[src/rtl/vga_pkg.sv]
// vga_pkg -- shared constants, bank FSM state type and colour-bar helper
// for the VGA pixel fetch path.
//   H_ACT / V_ACT  : active display size (640x480)
//   FRAME_PIXELS   : number of valid linear pixel addresses
//   PIX_W / ADDR_W : RGB444 pixel width, linear pixel address width
//   bank_state_t   : display-bank FSM states
//   bar_colour()   : eight vertical 80-pixel colour bars keyed by column
package vga_pkg;

  localparam int H_ACT        = 640;
  localparam int V_ACT        = 480;
  localparam int FRAME_PIXELS = H_ACT * V_ACT;
  localparam int PIX_W        = 12;
  localparam int ADDR_W       = 19;
  localparam int BAR_W        = H_ACT / 8;

  typedef enum logic [1:0] {
    SHOW,
    SWAP_PEND,
    FROZEN
  } bank_state_t;

  function automatic logic [PIX_W-1:0] bar_colour(input logic [ADDR_W-1:0] addr);
    logic [ADDR_W-1:0] col;
    logic [2:0]        bar;
    logic [PIX_W-1:0]  rgb;
    col = addr % ADDR_W'(H_ACT);
    bar = 3'(col / ADDR_W'(BAR_W));
    case (bar)
      3'd0:    rgb = 12'hFFF;
      3'd1:    rgb = 12'hFF0;
      3'd2:    rgb = 12'h0FF;
      3'd3:    rgb = 12'h0F0;
      3'd4:    rgb = 12'hF0F;
      3'd5:    rgb = 12'hF00;
      3'd6:    rgb = 12'h00F;
      default: rgb = 12'h000;
    endcase
    return rgb;
  endfunction

endpackage

[src/rtl/vga_bank_ctrl.sv]
// vga_bank_ctrl -- double-buffer bank selection for the display side.
// A completed camera frame arms a swap; the swap happens only at the next
// falling edge of vga_vs so the displayed bank never changes mid-frame.
// freeze holds the current display bank and discards any armed swap.
// Ports:
//   vga_clk, sys_rst_n : clock, asynchronous active-low reset
//   vga_vs             : vertical sync, active-low pulse
//   wr_frame_done      : one-cycle pulse, write bank holds a full frame
//   freeze             : level, hold display bank while high
//   fb_bank            : bank being displayed (registered)
//   wr_bank            : bank the camera writes, always ~fb_bank
module vga_bank_ctrl
  import vga_pkg::*;
(
  input  logic vga_clk,
  input  logic sys_rst_n,
  input  logic vga_vs,
  input  logic wr_frame_done,
  input  logic freeze,
  output logic fb_bank,
  output logic wr_bank
);

  bank_state_t state;
  logic        vs_d;
  logic        vs_fall;

  assign vs_fall = vs_d & ~vga_vs;
  assign wr_bank = ~fb_bank;

  // freeze has priority over both arming and completing a swap.
  always_ff @(posedge vga_clk or negedge sys_rst_n) begin
    if (!sys_rst_n) begin
      state   <= SHOW;
      vs_d    <= 1'b1;
      fb_bank <= 1'b0;
    end else begin
      vs_d <= vga_vs;
      case (state)
        SHOW: begin
          if (freeze)             state <= FROZEN;
          else if (wr_frame_done) state <= SWAP_PEND;
        end
        SWAP_PEND: begin
          if (freeze) begin
            state <= FROZEN;
          end else if (vs_fall) begin
            fb_bank <= ~fb_bank;
            state   <= SHOW;
          end
        end
        FROZEN: begin
          if (!freeze) state <= SHOW;
        end
        default: state <= SHOW;
      endcase
    end
  end

endmodule

[src/rtl/vga_pixel_fetch.sv]
// vga_pixel_fetch -- turns VGA driver pixel requests into frame-buffer
// reads and returns registered RGB444 pixels with fixed latency.
// Optional build macro TEST_PATTERN_EN adds pattern_sel, which replaces
// valid pixels with eight vertical colour bars and suppresses fb reads.
// Parameters:
//   RD_LAT       : frame-buffer read latency, 1..4 cycles
//   FRAME_PIXELS : number of valid pixel addresses
// Ports:
//   vga_clk, sys_rst_n : clock, asynchronous active-low reset
//   data_req           : pixel request (active region)
//   pixel_addr [18:0]  : linear pixel address
//   vga_vs             : vertical sync, active-low
//   pixel_data [11:0]  : registered RGB444 pixel, 0 when blank/out of range
//   fb_rd_en           : frame-buffer read strobe (combinational)
//   fb_rd_addr [19:0]  : {fb_bank, pixel_addr}
//   fb_rd_data [11:0]  : read data, valid RD_LAT cycles after fb_rd_en
//   wr_frame_done      : camera frame complete pulse
//   freeze             : hold display bank
//   fb_bank, wr_bank   : display bank and camera write bank
//   pattern_sel        : (TEST_PATTERN_EN only) select colour bars
module vga_pixel_fetch
  import vga_pkg::*;
#(
  parameter int RD_LAT       = 2,
  parameter int FRAME_PIXELS = vga_pkg::FRAME_PIXELS
) (
  input  logic              vga_clk,
  input  logic              sys_rst_n,
  input  logic              data_req,
  input  logic [ADDR_W-1:0] pixel_addr,
  input  logic              vga_vs,
  output logic [PIX_W-1:0]  pixel_data,
  output logic              fb_rd_en,
  output logic [ADDR_W:0]   fb_rd_addr,
  input  logic [PIX_W-1:0]  fb_rd_data,
  input  logic              wr_frame_done,
  input  logic              freeze,
`ifdef TEST_PATTERN_EN
  input  logic              pattern_sel,
`endif
  output logic              fb_bank,
  output logic              wr_bank
);

  localparam logic [31:0] PIX_LIMIT = 32'(FRAME_PIXELS);

  logic              in_range;
  logic              req_ok;
  logic [RD_LAT-1:0] valid_pipe;

  assign in_range   = ({{(32-ADDR_W){1'b0}}, pixel_addr} < PIX_LIMIT);
  assign req_ok     = data_req & in_range;
  assign fb_rd_addr = {fb_bank, pixel_addr};

`ifdef TEST_PATTERN_EN
  logic [RD_LAT-1:0] pat_pipe;
  logic [PIX_W-1:0]  colour_pipe [RD_LAT];

  assign fb_rd_en = req_ok & ~pattern_sel;
`else
  assign fb_rd_en = req_ok;
`endif

  // The valid pipe carries "in-range request" rather than the read strobe so
  // colour-bar pixels share the same slot timing; without the pattern option
  // the two are identical.
  always_ff @(posedge vga_clk or negedge sys_rst_n) begin
    if (!sys_rst_n) begin
      valid_pipe <= '0;
      pixel_data <= '0;
`ifdef TEST_PATTERN_EN
      pat_pipe <= '0;
      for (int unsigned i = 0; i < RD_LAT; i++) colour_pipe[i] <= '0;
`endif
    end else begin
      valid_pipe[0] <= req_ok;
      for (int unsigned i = 1; i < RD_LAT; i++) valid_pipe[i] <= valid_pipe[i-1];
`ifdef TEST_PATTERN_EN
      pat_pipe[0]    <= pattern_sel;
      colour_pipe[0] <= bar_colour(pixel_addr);
      for (int unsigned i = 1; i < RD_LAT; i++) begin
        pat_pipe[i]    <= pat_pipe[i-1];
        colour_pipe[i] <= colour_pipe[i-1];
      end
      if (!valid_pipe[RD_LAT-1])    pixel_data <= '0;
      else if (pat_pipe[RD_LAT-1])  pixel_data <= colour_pipe[RD_LAT-1];
      else                          pixel_data <= fb_rd_data;
`else
      pixel_data <= valid_pipe[RD_LAT-1] ? fb_rd_data : '0;
`endif
    end
  end

  vga_bank_ctrl u_bank_ctrl (
    .vga_clk       (vga_clk),
    .sys_rst_n     (sys_rst_n),
    .vga_vs        (vga_vs),
    .wr_frame_done (wr_frame_done),
    .freeze        (freeze),
    .fb_bank       (fb_bank),
    .wr_bank       (wr_bank)
  );

endmodule

[config.mk]
export PLATFORM = sky130hd
export DESIGN_NAME = vga_pixel_fetch
export DESIGN_NICKNAME = d
export VERILOG_FILES = /design/src/rtl/vga_pkg.sv /design/src/rtl/vga_bank_ctrl.sv /design/src/rtl/vga_pixel_fetch.sv
export SDC_FILE = /design/constraint.sdc
export NUM_CORES = 1
export LEC_CHECK = 0
export ABC_AREA = 1
export BUFFER_PORTS_ARGS = -buffer_cell sky130_fd_sc_hd__buf_2
export CORE_MARGIN = 2
export CORE_UTILIZATION = 33
export DETAILED_ROUTE_END_ITERATION = 6
export PLACE_DENSITY = 0.84
export SYNTH_ARGS = -nofsm -noshare
export SYNTH_HDL_FRONTEND = slang
export SYNTH_SLANG_ARGS = --single-unit
[constraint.sdc]
create_clock -name vga_clk -period 0.9 [get_ports vga_clk]
set_input_delay 0.09 -clock vga_clk [delete_from_list [all_inputs] [get_ports vga_clk]]
set_output_delay 0.09 -clock vga_clk [all_outputs]
set_load 0.005 [all_outputs]
==> flow_summary.ini <==
[grt]
grt_pass1_vias = 596
overflow = 0
antenna_found_initial = 0
grt_pass1_wl_um = 2240
grt_start_max_net_pins = 19
grt_usage = 0.109

[route]
drc = 0
drtIter0Drc = 3
wl_um = 1580
vias_per_cell = 3.91
wl_met1_um = 542
dr_total_vias = 638
drtPass1Iterations = 2
wl_met2_um = 838
postRouteAntennaNets = 0
wl_met3_um = 143
highest_layer = met4
wl_per_cell_um = 9.70

[job]
cap_viol_max_count = 0

[sta]
maxSlewViolCount = 0
setup_viol = 4
finalCritPeriodShare = 1.06
finalClockSkew_ns = 0.00237
worst_slack_ns = -0.0532
rsz0062_at_grt = yes
period_needed_ns = 0.953
worstMarginPinSlew_ns = 0.382
hold_violations = 0
slew_headroom = 0.745
finalSetupTns_ns = -0.137
max_freq_mhz = 1050

[power]
vdd_drop_max_mv = 0.700
p_sw_frac = 0.229
p_clk_frac = 0.274
p_comb_frac = 0.197
power_uw = 1700
power.switching_uw = 388
p_int_uw = 1310
power_density_nw_per_um2 = 1490
power_leakage_uw = 0.000716
seqPwrFrac = 0.530

[logic_synthesis]
synth_seq_area_share = 0.549
synth_top_family_by_area = buffers and inverters
synth_nets = 124
ys_ff_latch = 18
synth_warnings = 0
synthDistinctLibCells = 13
synth_compound_area_frac = 0.0258
synthSimpleGateAreaFrac = 0.152
syn_area_um2 = 823
postSynthCellCount = 87
avgSynthCellArea_um2 = 9.46
synth-xor-area-share = 0
synth-adder-area-share = 0
muxShareOfSynthArea = 0

[setup_path]
cp.arrival_ns = 1.13
crit_path_end_kind = flop
cp_max_fo = 3
cp-endpoint = u_bank_ctrl.fb_bank$_DFFE_PN0P_
r2r_setup_slack_ns = -0.05
crit_path_start_kind = flop
r2r_cells = 5
r2r-start = u_bank_ctrl.vs_d$_DFF_PN1_
rr_endpoint = u_bank_ctrl.fb_bank$_DFFE_PN0P_
crit_required_ns = 1.08
path_class = reg2reg
setup.worst_path.start = u_bank_ctrl.vs_d$_DFF_PN1_

[clocking]
insertion_delay_ns = 0.28
root_buffer = clkbuf_4
cts_buffer_depth = 2
cts_sinks = 18
clkTransAtPathRegs_ns = 0.09
cts_tree = done
cts.htree.levels = 1
cts_made_buffers = 3

[floorplanning]
coreArea_um2 = 2410
initial_core_util = 0.342
fp.dieH_um = 54.0
rows = 18
ios = 72
die_x_um = 54.0
die_area_um2 = 2910

[worst_hold_path]
hold_depth = 3
hold_path.class = in2reg

[cells_and_area]
post-route-util = 0.474
areaGrowthSynthToFinish_pct = 38.6
nets = 171
final_cells = 163
antennaDiodeCount = 0
final_common_cell = buf_2
drive_above_1_share = 0.451
fin_area_um2 = 1140
final_cell_mix = 46 x buf_2, 18 x nand2_1, 17 x dfrtp_1, 16 x inv_1, 14 x dlygate4sd3_1

[placed_design]
dp_hpwl_um = 1240
port_buffers = 47
post_dp_cell_area_um2 = 938
gp_congestion = 0.592
dp.cells = 143

[outcome]
status = finished, violations left
violations = negative setup slack
==> what timing repair did <==
item / in CTS / in global routing
buffers inserted: 1 / 1
endpoints found under the setup margin: 4 / 11
hold buffers: 14 / 0
gates resized for setup: 2 / 2
endpoints found under the hold margin: 30 / 0
==> cell usage after synthesis, drive strengths merged <==
master / number / share of area
nor2: 5 / 0.041
dfrtp: 17 / 0.52
inv: 18 / 0.082
nand3: 2 / 0.012
nand2: 18 / 0.082
o21ai: 2 / 0.017
nand3b: 1 / 0.0091
a21boi: 1 / 0.0091
nand4: 1 / 0.0076
buf: 21 / 0.19
dfstp: 1 / 0.032
==> power groups by stage <==
stage	Combinational [µW]	Sequential (µW)	Clock, µW
finish	333	898	464
floorplan	161	909	0
global placement	230	910	0
global route	378	905	532
CTS	301	898	493
detailed placement	237	913	0
==> how the worst min path moves through the flow <==
stage	from	end	slack (ns)
5_1_grt	data_req	valid_pipe[0]$_DFF_PN0_	0.01
4_1_cts	data_req	valid_pipe[0]$_DFF_PN0_	0.02
2_1_floorplan	sys_rst_n	pixel_data[0]$_DFF_PN0_	-0.21
3_5_place_dp	sys_rst_n	u_bank_ctrl.state[1]$_DFFE_PN0P_	0.03
6_report	data_req	valid_pipe[0]$_DFF_PN0_	0.03
3_3_place_gp	sys_rst_n	u_bank_ctrl.state[1]$_DFFE_PN0P_	0.02
==> routing by layer <==
| metal | GRT usage | vias up |
|---|---|---|
| li1 | - | 323 |
| met1 | 0.0967 | 277 |
| met2 | 0.213 | 26 |
| met3 | 0.0250 | 12 |
| met4 | 0.0684 | 0 |
| met5 | 0 | - |
==> metrics by stage <==
stage	hold WS, ns	setup WS, ns
after floorplan	-0.206	-0.0109
after global placement	0.0222	-0.0169
after detailed placement	0.0319	-0.0661
after CTS	0.0167	-0.0641
after global routing	0.0131	-0.104
final	0.0263	-0.0532
==> kinds of logic after synthesis <==
logic type | Yosys count
AOI/OAI and AO/OA | 3
buffers and inverters | 39
DFF | 18
and+or+nand+nor | 27
==> worst max-delay path: stages (launching register included) <==
cell     delay, ns
dfstp_2       0.53
inv_2         0.04
nor2_4        0.11
nand3_2       0.07
nand2_1       0.06
nand2_1       0.05
==> state kept, by name, indices dropped and copies added, names as in the netlist <==
signal,count
pixel_data,12
u_bank_ctrl.fb_bank,1
u_bank_ctrl.vs_d,1
u_bank_ctrl.state,2
valid_pipe,2
==> layout make-up <==
cell class / count / area (µm²)
clock buffers: 4 / 36.3
fillers: 245 / 1270
inverters: 18 / 67.6
multi-input cells: 30 / 151
flip-flops and latches: 18 / 452
well taps: 30 / 37.5
repair buffers: 63 / 397
Power figures use the tool's default switching activity.
